$ cat src/rtl/pll_reconfig_master.sv
// Purpose: turns single read/write commands into Avalon-MM transfers, optionally polling a busy flag after writes.
// Latency: 3 cycles handshake-to-rsp_valid for zero-wait accesses; each wait state and poll round adds cycles.
// Backpressure: cmd_ready only in IDLE, nothing is queued; avm_m0_waitrequest stalls the transfer with outputs held.
// Optional build macro PLL_RECONFIG_MASTER_TIMEOUT_EN adds a poll timeout reported through rsp_error.
module pll_reconfig_master #(
  parameter int MASTER_ADDRESS_WIDTH = 5,
  parameter int DATA_WIDTH           = 32,
  parameter int POLL_ADDRESS         = 0,
  parameter int BUSY_BIT             = 0,
  parameter int TIMEOUT_CYCLES       = 1024
) (
  input  logic                            csi_master_clk_clk,
  input  logic                            csi_master_clk_reset_n,
  input  logic                            cmd_valid,
  output logic                            cmd_ready,
  input  logic                            cmd_write,
  input  logic                            cmd_poll,
  input  logic [MASTER_ADDRESS_WIDTH-1:0] cmd_address,
  input  logic [DATA_WIDTH-1:0]           cmd_writedata,
  output logic                            rsp_valid,
  output logic [DATA_WIDTH-1:0]           rsp_readdata,
  output logic                            rsp_error,
  output logic [MASTER_ADDRESS_WIDTH-1:0] avm_m0_address,
  output logic [DATA_WIDTH/8-1:0]         avm_m0_byteenable,
  output logic                            avm_m0_read,
  output logic                            avm_m0_write,
  output logic [DATA_WIDTH-1:0]           avm_m0_writedata,
  input  logic [DATA_WIDTH-1:0]           avm_m0_readdata,
  input  logic                            avm_m0_waitrequest
);

  localparam logic [2:0] IDLE     = 3'd0;
  localparam logic [2:0] ACCESS   = 3'd1;
  localparam logic [2:0] POLL_RD  = 3'd2;
  localparam logic [2:0] POLL_GAP = 3'd3;
  localparam logic [2:0] RESP     = 3'd4;

  localparam logic [MASTER_ADDRESS_WIDTH-1:0] POLL_ADDR = MASTER_ADDRESS_WIDTH'(POLL_ADDRESS);

  logic [2:0] state;
  logic       poll_q;    // write command asked for busy polling
  logic       cmd_fire;
  logic       status_busy;
  logic       tmo_hit;   // poll time budget used up

  assign cmd_ready   = (state == IDLE);
  assign rsp_valid   = (state == RESP);
  assign cmd_fire    = cmd_valid && cmd_ready;
  assign status_busy = avm_m0_readdata[BUSY_BIT];

  // Byte lanes are only meaningful while a transfer is on the bus.
  assign avm_m0_byteenable = {(DATA_WIDTH/8){avm_m0_read | avm_m0_write}};

`ifdef PLL_RECONFIG_MASTER_TIMEOUT_EN
  localparam int               CNT_W   = $clog2(TIMEOUT_CYCLES + 1);
  localparam logic [CNT_W-1:0] CNT_MAX = CNT_W'(TIMEOUT_CYCLES);

  logic [CNT_W-1:0] tmo_cnt;
  logic             tmo_err;

  assign tmo_hit   = (tmo_cnt == CNT_MAX);
  assign rsp_error = rsp_valid && tmo_err;

  // Count cycles spent polling, starting at 0 on POLL_RD entry; hold at the limit.
  always_ff @(posedge csi_master_clk_clk or negedge csi_master_clk_reset_n) begin
    if (!csi_master_clk_reset_n) begin
      tmo_cnt <= '0;
    end else if (state == POLL_RD || state == POLL_GAP) begin
      if (!tmo_hit) tmo_cnt <= tmo_cnt + 1'b1;
    end else begin
      tmo_cnt <= '0;
    end
  end

  // Remember that polling was abandoned so the response carries the error.
  always_ff @(posedge csi_master_clk_clk or negedge csi_master_clk_reset_n) begin
    if (!csi_master_clk_reset_n) begin
      tmo_err <= 1'b0;
    end else if (state == IDLE) begin
      tmo_err <= 1'b0;
    end else if (tmo_hit && ((state == POLL_RD && !avm_m0_waitrequest) || state == POLL_GAP)) begin
      tmo_err <= 1'b1;
    end
  end
`else
  // Without the timeout feature polling never gives up and TIMEOUT_CYCLES has no effect.
  logic unused_timeout_cfg;
  assign unused_timeout_cfg = (TIMEOUT_CYCLES > 0);
  assign tmo_hit   = 1'b0;
  assign rsp_error = 1'b0;
`endif

  // Command sequencing and registered Avalon master outputs.
  always_ff @(posedge csi_master_clk_clk or negedge csi_master_clk_reset_n) begin
    if (!csi_master_clk_reset_n) begin
      state            <= IDLE;
      poll_q           <= 1'b0;
      avm_m0_address   <= '0;
      avm_m0_writedata <= '0;
      avm_m0_read      <= 1'b0;
      avm_m0_write     <= 1'b0;
      rsp_readdata     <= '0;
    end else begin
      case (state)
        IDLE: begin
          if (cmd_fire) begin
            state            <= ACCESS;
            poll_q           <= cmd_write && cmd_poll;
            avm_m0_address   <= cmd_address;
            avm_m0_writedata <= cmd_writedata;
            avm_m0_write     <= cmd_write;
            avm_m0_read      <= !cmd_write;
          end
        end
        ACCESS: begin
          if (!avm_m0_waitrequest) begin
            avm_m0_write <= 1'b0;
            if (avm_m0_read) rsp_readdata <= avm_m0_readdata;
            if (poll_q) begin
              // Status read follows the write directly; the gap rule only applies between polls.
              state          <= POLL_RD;
              avm_m0_read    <= 1'b1;
              avm_m0_address <= POLL_ADDR;
            end else begin
              state       <= RESP;
              avm_m0_read <= 1'b0;
            end
          end
        end
        POLL_RD: begin
          if (!avm_m0_waitrequest) begin
            avm_m0_read  <= 1'b0;
            rsp_readdata <= avm_m0_readdata;
            if (!status_busy || tmo_hit) state <= RESP;
            else                         state <= POLL_GAP;
          end
        end
        POLL_GAP: begin
          if (tmo_hit) begin
            state <= RESP;
          end else begin
            state       <= POLL_RD;
            avm_m0_read <= 1'b1;
          end
        end
        RESP: begin
          state <= IDLE;
        end
        default: begin
          state <= IDLE;
        end
      endcase
    end
  end

endmodule

$ cat config.mk
export PLATFORM = sky130hd
export DESIGN_NAME = pll_reconfig_master
export DESIGN_NICKNAME = d
export VERILOG_FILES = /design/src/rtl/pll_reconfig_master.sv
export SDC_FILE = /design/constraint.sdc
export NUM_CORES = 1
export LEC_CHECK = 0
export CAP_MARGIN = 20
export CORE_ASPECT_RATIO = 0.6
export CORE_MARGIN = 2
export CORE_UTILIZATION = 55
export CTS_CLUSTER_SIZE = 12
export DETAILED_ROUTE_END_ITERATION = 7
export DONT_BUFFER_PORTS = 1
export PLACE_DENSITY = 0.76
export SLEW_MARGIN = 30
export SYNTH_ARGS = -nofsm -noshare
export SYNTH_HDL_FRONTEND = slang
export SYNTH_SLANG_ARGS = --single-unit
$ cat constraint.sdc
create_clock -name csi_master_clk_clk -period 2.9 [get_ports csi_master_clk_clk]
set_input_delay 0.435 -clock csi_master_clk_clk [delete_from_list [all_inputs] [get_ports csi_master_clk_clk]]
set_output_delay 0.435 -clock csi_master_clk_clk [all_outputs]
set_load 0.05 [all_outputs]
==> results.cfg, run 1 <==
[timing]
fin_crit_ns = 2.12
finalSetupViolations = 0
finClkSkew_ns = 0.0111
finalHoldViolCount = 0
fmax_mhz = 472
timing.final.ws_setup_ns = 0.780
hold_slack_ns = 0.229
slew_headroom_pct = 56.3
worstMarginPinSlew_ns = 0.655
slew_violations = 0
tns_ns = 0
fin_crit_sh_pct = 73.1
rsz0062_at_grt = no

[setup_path]
crit_family = flip-flops
setup.worst_path.class = flip-flop to output pin
critical_path_arrival_ns = 1.69
startpoint_type = flip-flop
crit_buf_inv = 1
worstPathRequired_ns = 2.47
crit_slowest_cell = dfrtp_1
max_stage_delay_ns = 0.69
crit_chain = or2_2 -> buf_4
critical_path.max_fanout = 4
end_kind = output pin

[synthesis]
synth_top_area_cell = dfrtp_1
syn_nets = 281
synth_seq_area_share_pct = 59.7
synth_area_sq_mm = 0.00314
syn_inst = 206
yosysTopAreaCellShare_pct = 59.7
synth_cell_types = 30
yosys-top-cells-area = dfrtp_1 (60%), mux2_2 (14%), mux2_4 (9.6%)
syn_avg_cell_area_sq_um = 15.3
yosys_warnings = 0
synth-seq-cells = 75

[floorplan]
die_area_sq_mm = 0.00635
io_pins = 153
core_area_sq_mm = 0.00554
die_w_microns = 102
dieHeight_microns = 62.6
rows = 21
start_util_pct = 56.7

[clock_network]
worstSkewPairLatency_ns = 0.33
cts.sinks = 75
ctsHtreeMaxLevel = 3
cts_resized = 0
clock_path_buffers = 2
cts_tree = done
numCtsBuffers = 9
clock-root-buffer = clkbuf_8
clk_transition_reported_paths_ns = 0.07

[placed_design]
dp_slack_ns = 0.954
gp_congestion = 0.785
dp_cells = 276
io_buffers = 0
place_hpwl_mm = 3.85

[layout]
layout_commonest_cell = dfrtp_1
fill_cells = 425
nets = 284
fin_cells = 294
final_cell_mix = dfrtp_1 (75), mux2_2 (39), mux2_4 (20), clkbuf_8 (9), inv_1 (8)
multi_input_area_sq_mm = 0.00112
diodes = 0
syn_to_final_growth_pct = 7.72
seqCellArea_sq_mm = 0.00188
drive_gt1_share_pct = 40.7

[routing]
wl_mm = 5.59
drtAntennaViolNets = 0
wl_per_cell_microns = 19.0
drt_pass1_iterations = 4
drt_iter0_markers = 56
vias = 1615
viasPerCell = 5.49
drcViolationCount = 0

[job]
maxCapViolCount = 0

[grt]
grt_first_pass_wirelength_mm = 8.76
antenna_found_initial = 0
grt_usage_pct = 18.3
grt_pass1_vias = 1704
overflow = 0
grt_max_degree = 76

[min_path]
hp-class = primary input to flip-flop

[outcome]
status = complete, no violations
sequential cells by signal, indices dropped and copies added, names as in the netlist:
name and flops:
rsp_readdata 32, avm_m0_writedata 32, poll_q 1, avm_m0_write 1, state 3, avm_m0_address 5
avm_m0_read 1
stage by stage:
step	instance area [sq um]	utilization [%]
floorplan	3140	-
global placement	3160	56.9
detailed placement	3160	56.9
CTS	3390	61.1
global route	3390	61.1
finish	3390	61.1
logic make-up (layout without fill, tap and decap cells):
family                 Yosys count  in the layout  share of synthesized area [%]
AO/OA/AOI/OAI                   14             14                           3.15
multiplexers                    70             70                           27.3
AND/OR/NAND/NOR                 24             24                           4.90
buffers and inverters           22             30                           4.86
flip-flops                      75             75                           59.7
other                            1              1                          0.119
metal layers:
metal / routed length, microns / track usage, % / vias up
li1: - / - / 714
met1: 2270 / 22.4 / 800
met2: 2580 / 26.2 / 92
met3: 657 / 11.2 / 9
met4: 85 / 7.26 / 0
met5: 0 / 0 / -
cell type report:
type / count / share of cell area, %
flip-flops and latches: 75 / 55.4
multi-input cells: 109 / 33.0
clock buffers: 9 / 3.66
well taps: 80 / 2.96
clock inverters: 7 / 2.03
repair buffers: 6 / 2.00
inverters: 8 / 0.887
timing repair:
action / 4_1_cts / 5_1_grt
hold buffers: 2 / 0
setup buffers: 0 / 0
endpoints found under the hold margin: 75 / 0
path summary, 6_finish.rpt:
check	cells past startpoint	slack (ns)	from	to
max	2	0.78	avm_m0_read	avm_m0_byteenable[0]
min	2	0.23	cmd_write	avm_m0_write
max reg2reg	3	0.94	state[1]	rsp_readdata[27]
min reg2reg	2	0.61	poll_q	poll_q
max in group asynchronous	2	1.93	csi_master_clk_reset_n	rsp_readdata[7]
min in group asynchronous	2	0.68	csi_master_clk_reset_n	rsp_readdata[0]
Yosys cell counts:
master / count
dfrtp_1: 75
mux2_2: 39
mux2_4: 20
inv_1: 8
buf_6: 7
mux2_1: 6
nand2_1: 6
o21ai_0: 6
mux2i_1: 5
buf_4: 4
nor2b_1: 4
nand3b_1: 3
nor3_1: 3
a21oi_1: 2
buf_2: 2
nand2b_1: 2
a211o_2: 1
a211oi_2: 1
a2bb2oi_1: 1
and3b_1: 1
buf_1: 1
conb_1: 1
nand3_1: 1
nor2_1: 1
nor4b_4: 1
o21ba_2: 1
o311ai_1: 1
o32ai_1: 1
or2_2: 1
or3b_2: 1
Power of run 1 is left out: the tool's default activity adds up to more than one toggle a clock period on the data nets, which glitch-free logic cannot reach.
==> run 2, diff against run 1 <==
--- a/config.mk
+++ b/config.mk
@@ -12,7 +12,7 @@
 export CTS_CLUSTER_SIZE = 12
 export DETAILED_ROUTE_END_ITERATION = 7
 export DONT_BUFFER_PORTS = 1
-export PLACE_DENSITY = 0.76
+export PLACE_DENSITY = 0.79
 export SLEW_MARGIN = 30
 export SYNTH_ARGS = -nofsm -noshare
 export SYNTH_HDL_FRONTEND = slang
==> constraint.sdc (replaced) <==
create_clock -name csi_master_clk_clk -period 1.8 [get_ports csi_master_clk_clk]
set_input_delay 0.27 -clock csi_master_clk_clk [delete_from_list [all_inputs] [get_ports csi_master_clk_clk]]
set_output_delay 0.27 -clock csi_master_clk_clk [all_outputs]
set_load 0.05 [all_outputs]
==> results.cfg, run 2 (synthesis results as in run 1) <==
[outcome]
status = finished with violations
failed_checks = negative hold slack

[routing]
wl_per_cell_microns = 18.9
drtAntennaViolNets = 0
drt_iter0_markers = 62
viasPerCell = 5.47
drcViolationCount = 0
drt_pass1_iterations = 4
wl_mm = 5.68
vias = 1640

[setup_path]
startpoint = avm_m0_read
crit_slowest_cell = dfrtp_1
critical_path.max_fanout = 4
worstPathRequired_ns = 1.53
startpoint_type = flip-flop
critical_path_arrival_ns = 1.46
crit_chain = buf_6 -> or2_2 -> buf_12
end_kind = output pin
setup.worst_path.class = flip-flop to output pin
r2r-start = state[1]
max_stage_delay_ns = 0.41

[clock_network]
worstSkewPairLatency_ns = 0.34
cts_tree = done
numCtsBuffers = 9
clk_transition_reported_paths_ns = 0.08
cts.sinks = 75
post_cts_buffers = 0
clock_path_buffers = 2
clock-root-buffer = clkbuf_8
ctsHtreeMaxLevel = 3

[layout]
syn_to_final_growth_pct = 10.7
diodes = 0
seqCellArea_sq_mm = 0.00188
fill_cells = 416
design_area_sq_mm = 0.00348
drive_gt1_share_pct = 42.3
multi_input_area_sq_mm = 0.00111
final_cell_mix = dfrtp_1 (75), mux2_2 (39), mux2_4 (20), clkbuf_8 (10)
utilization_pct = 62.7
nets = 290
reg_top3 = avm_m0_writedata (32), rsp_readdata (32), avm_m0_address (5)
layout_commonest_cell = dfrtp_1

[timing]
finalSetupViolations = 0
fin_crit_sh_pct = 96.0
worstMarginPinSlew_ns = 0.507
slew_violations = 0
tns_ns = 0
slew_headroom_pct = 66.2
hold_slack_ns = -0.383
fin_crit_ns = 1.73
finalHoldViolCount = 75
finClkSkew_ns = 0.0116
rsz0062_at_grt = no
fmax_mhz = 579

[grt]
grt_max_degree = 76
overflow = 0
grt_pass1_vias = 1710
grt_first_pass_wirelength_mm = 9.03
grt_usage_pct = 18.9
antenna_found_initial = 0

[floorplan]
dieHeight_microns = 62.6
core_area_sq_mm = 0.00554
die_w_microns = 102
io_pins = 153
rows = 21
die_area_sq_mm = 0.00635
start_util_pct = 56.7

[placed_design]
gp_congestion = 0.798
postPlaceCellArea_sq_mm = 0.00325
place_hpwl_mm = 4.04
io_buffers = 0

[job]
maxCapViolCount = 0

[min_path]
hp-class = primary input to asynchronous set/reset pin
## run 2: worst paths after layout
check                            slack (ns)  cells after the start                    to
worst max-delay path                   0.07                      3  avm_m0_byteenable[0]
worst min-delay path                  -0.38                      0      rsp_readdata[15]
worst max register to register         0.12                      4           avm_m0_read
worst min register to register         0.62                      2                poll_q
max in group asynchronous              2.07                      0  avm_m0_writedata[11]
min in group csi_master_clk_clk        0.06                      2          avm_m0_write
## run 2: final cells by class
cell class	instances	area share, %
clock inverter	6	2.55
multi-input combinational	109	32.0
inverter	8	0.863
tap	80	2.88
sequential	75	54.0
clock buffer	10	3.96
timing repair buffer	12	3.78
## run 2: what timing repair did
item                                   in CTS  in global routing
gates resized for setup                     0                  1
setup endpoints to repair                   0                  4
endpoints found under the hold margin      75                 75
## run 2: stage by stage
stage / setup slack [ns] / cells
2_1_floorplan: -0.139 / 206
5_1_grt: 0.000737 / 300
4_1_cts: 0.0232 / 300
3_5_place_dp: 0.139 / 284
6_report: 0.0727 / 300
3_3_place_gp: 0.211 / 284
## run 2: layer usage
layer	share of wire, %	global-route usage (%)	vias up
li1	-	-	724
met1	42	24.3	814
met2	47	27.3	96
met3	11	11.1	6
met4	0.74	5.07	0
met5	0	0	-
## run 2: worst max-delay path, delay by kind of cell, from the launching register on
family	cells	cell delay, ns
DFF	1	0.41
buffers and inverters	2	0.38
and+or+nand+nor	1	0.32
Power of run 2 is left out for the same reason.
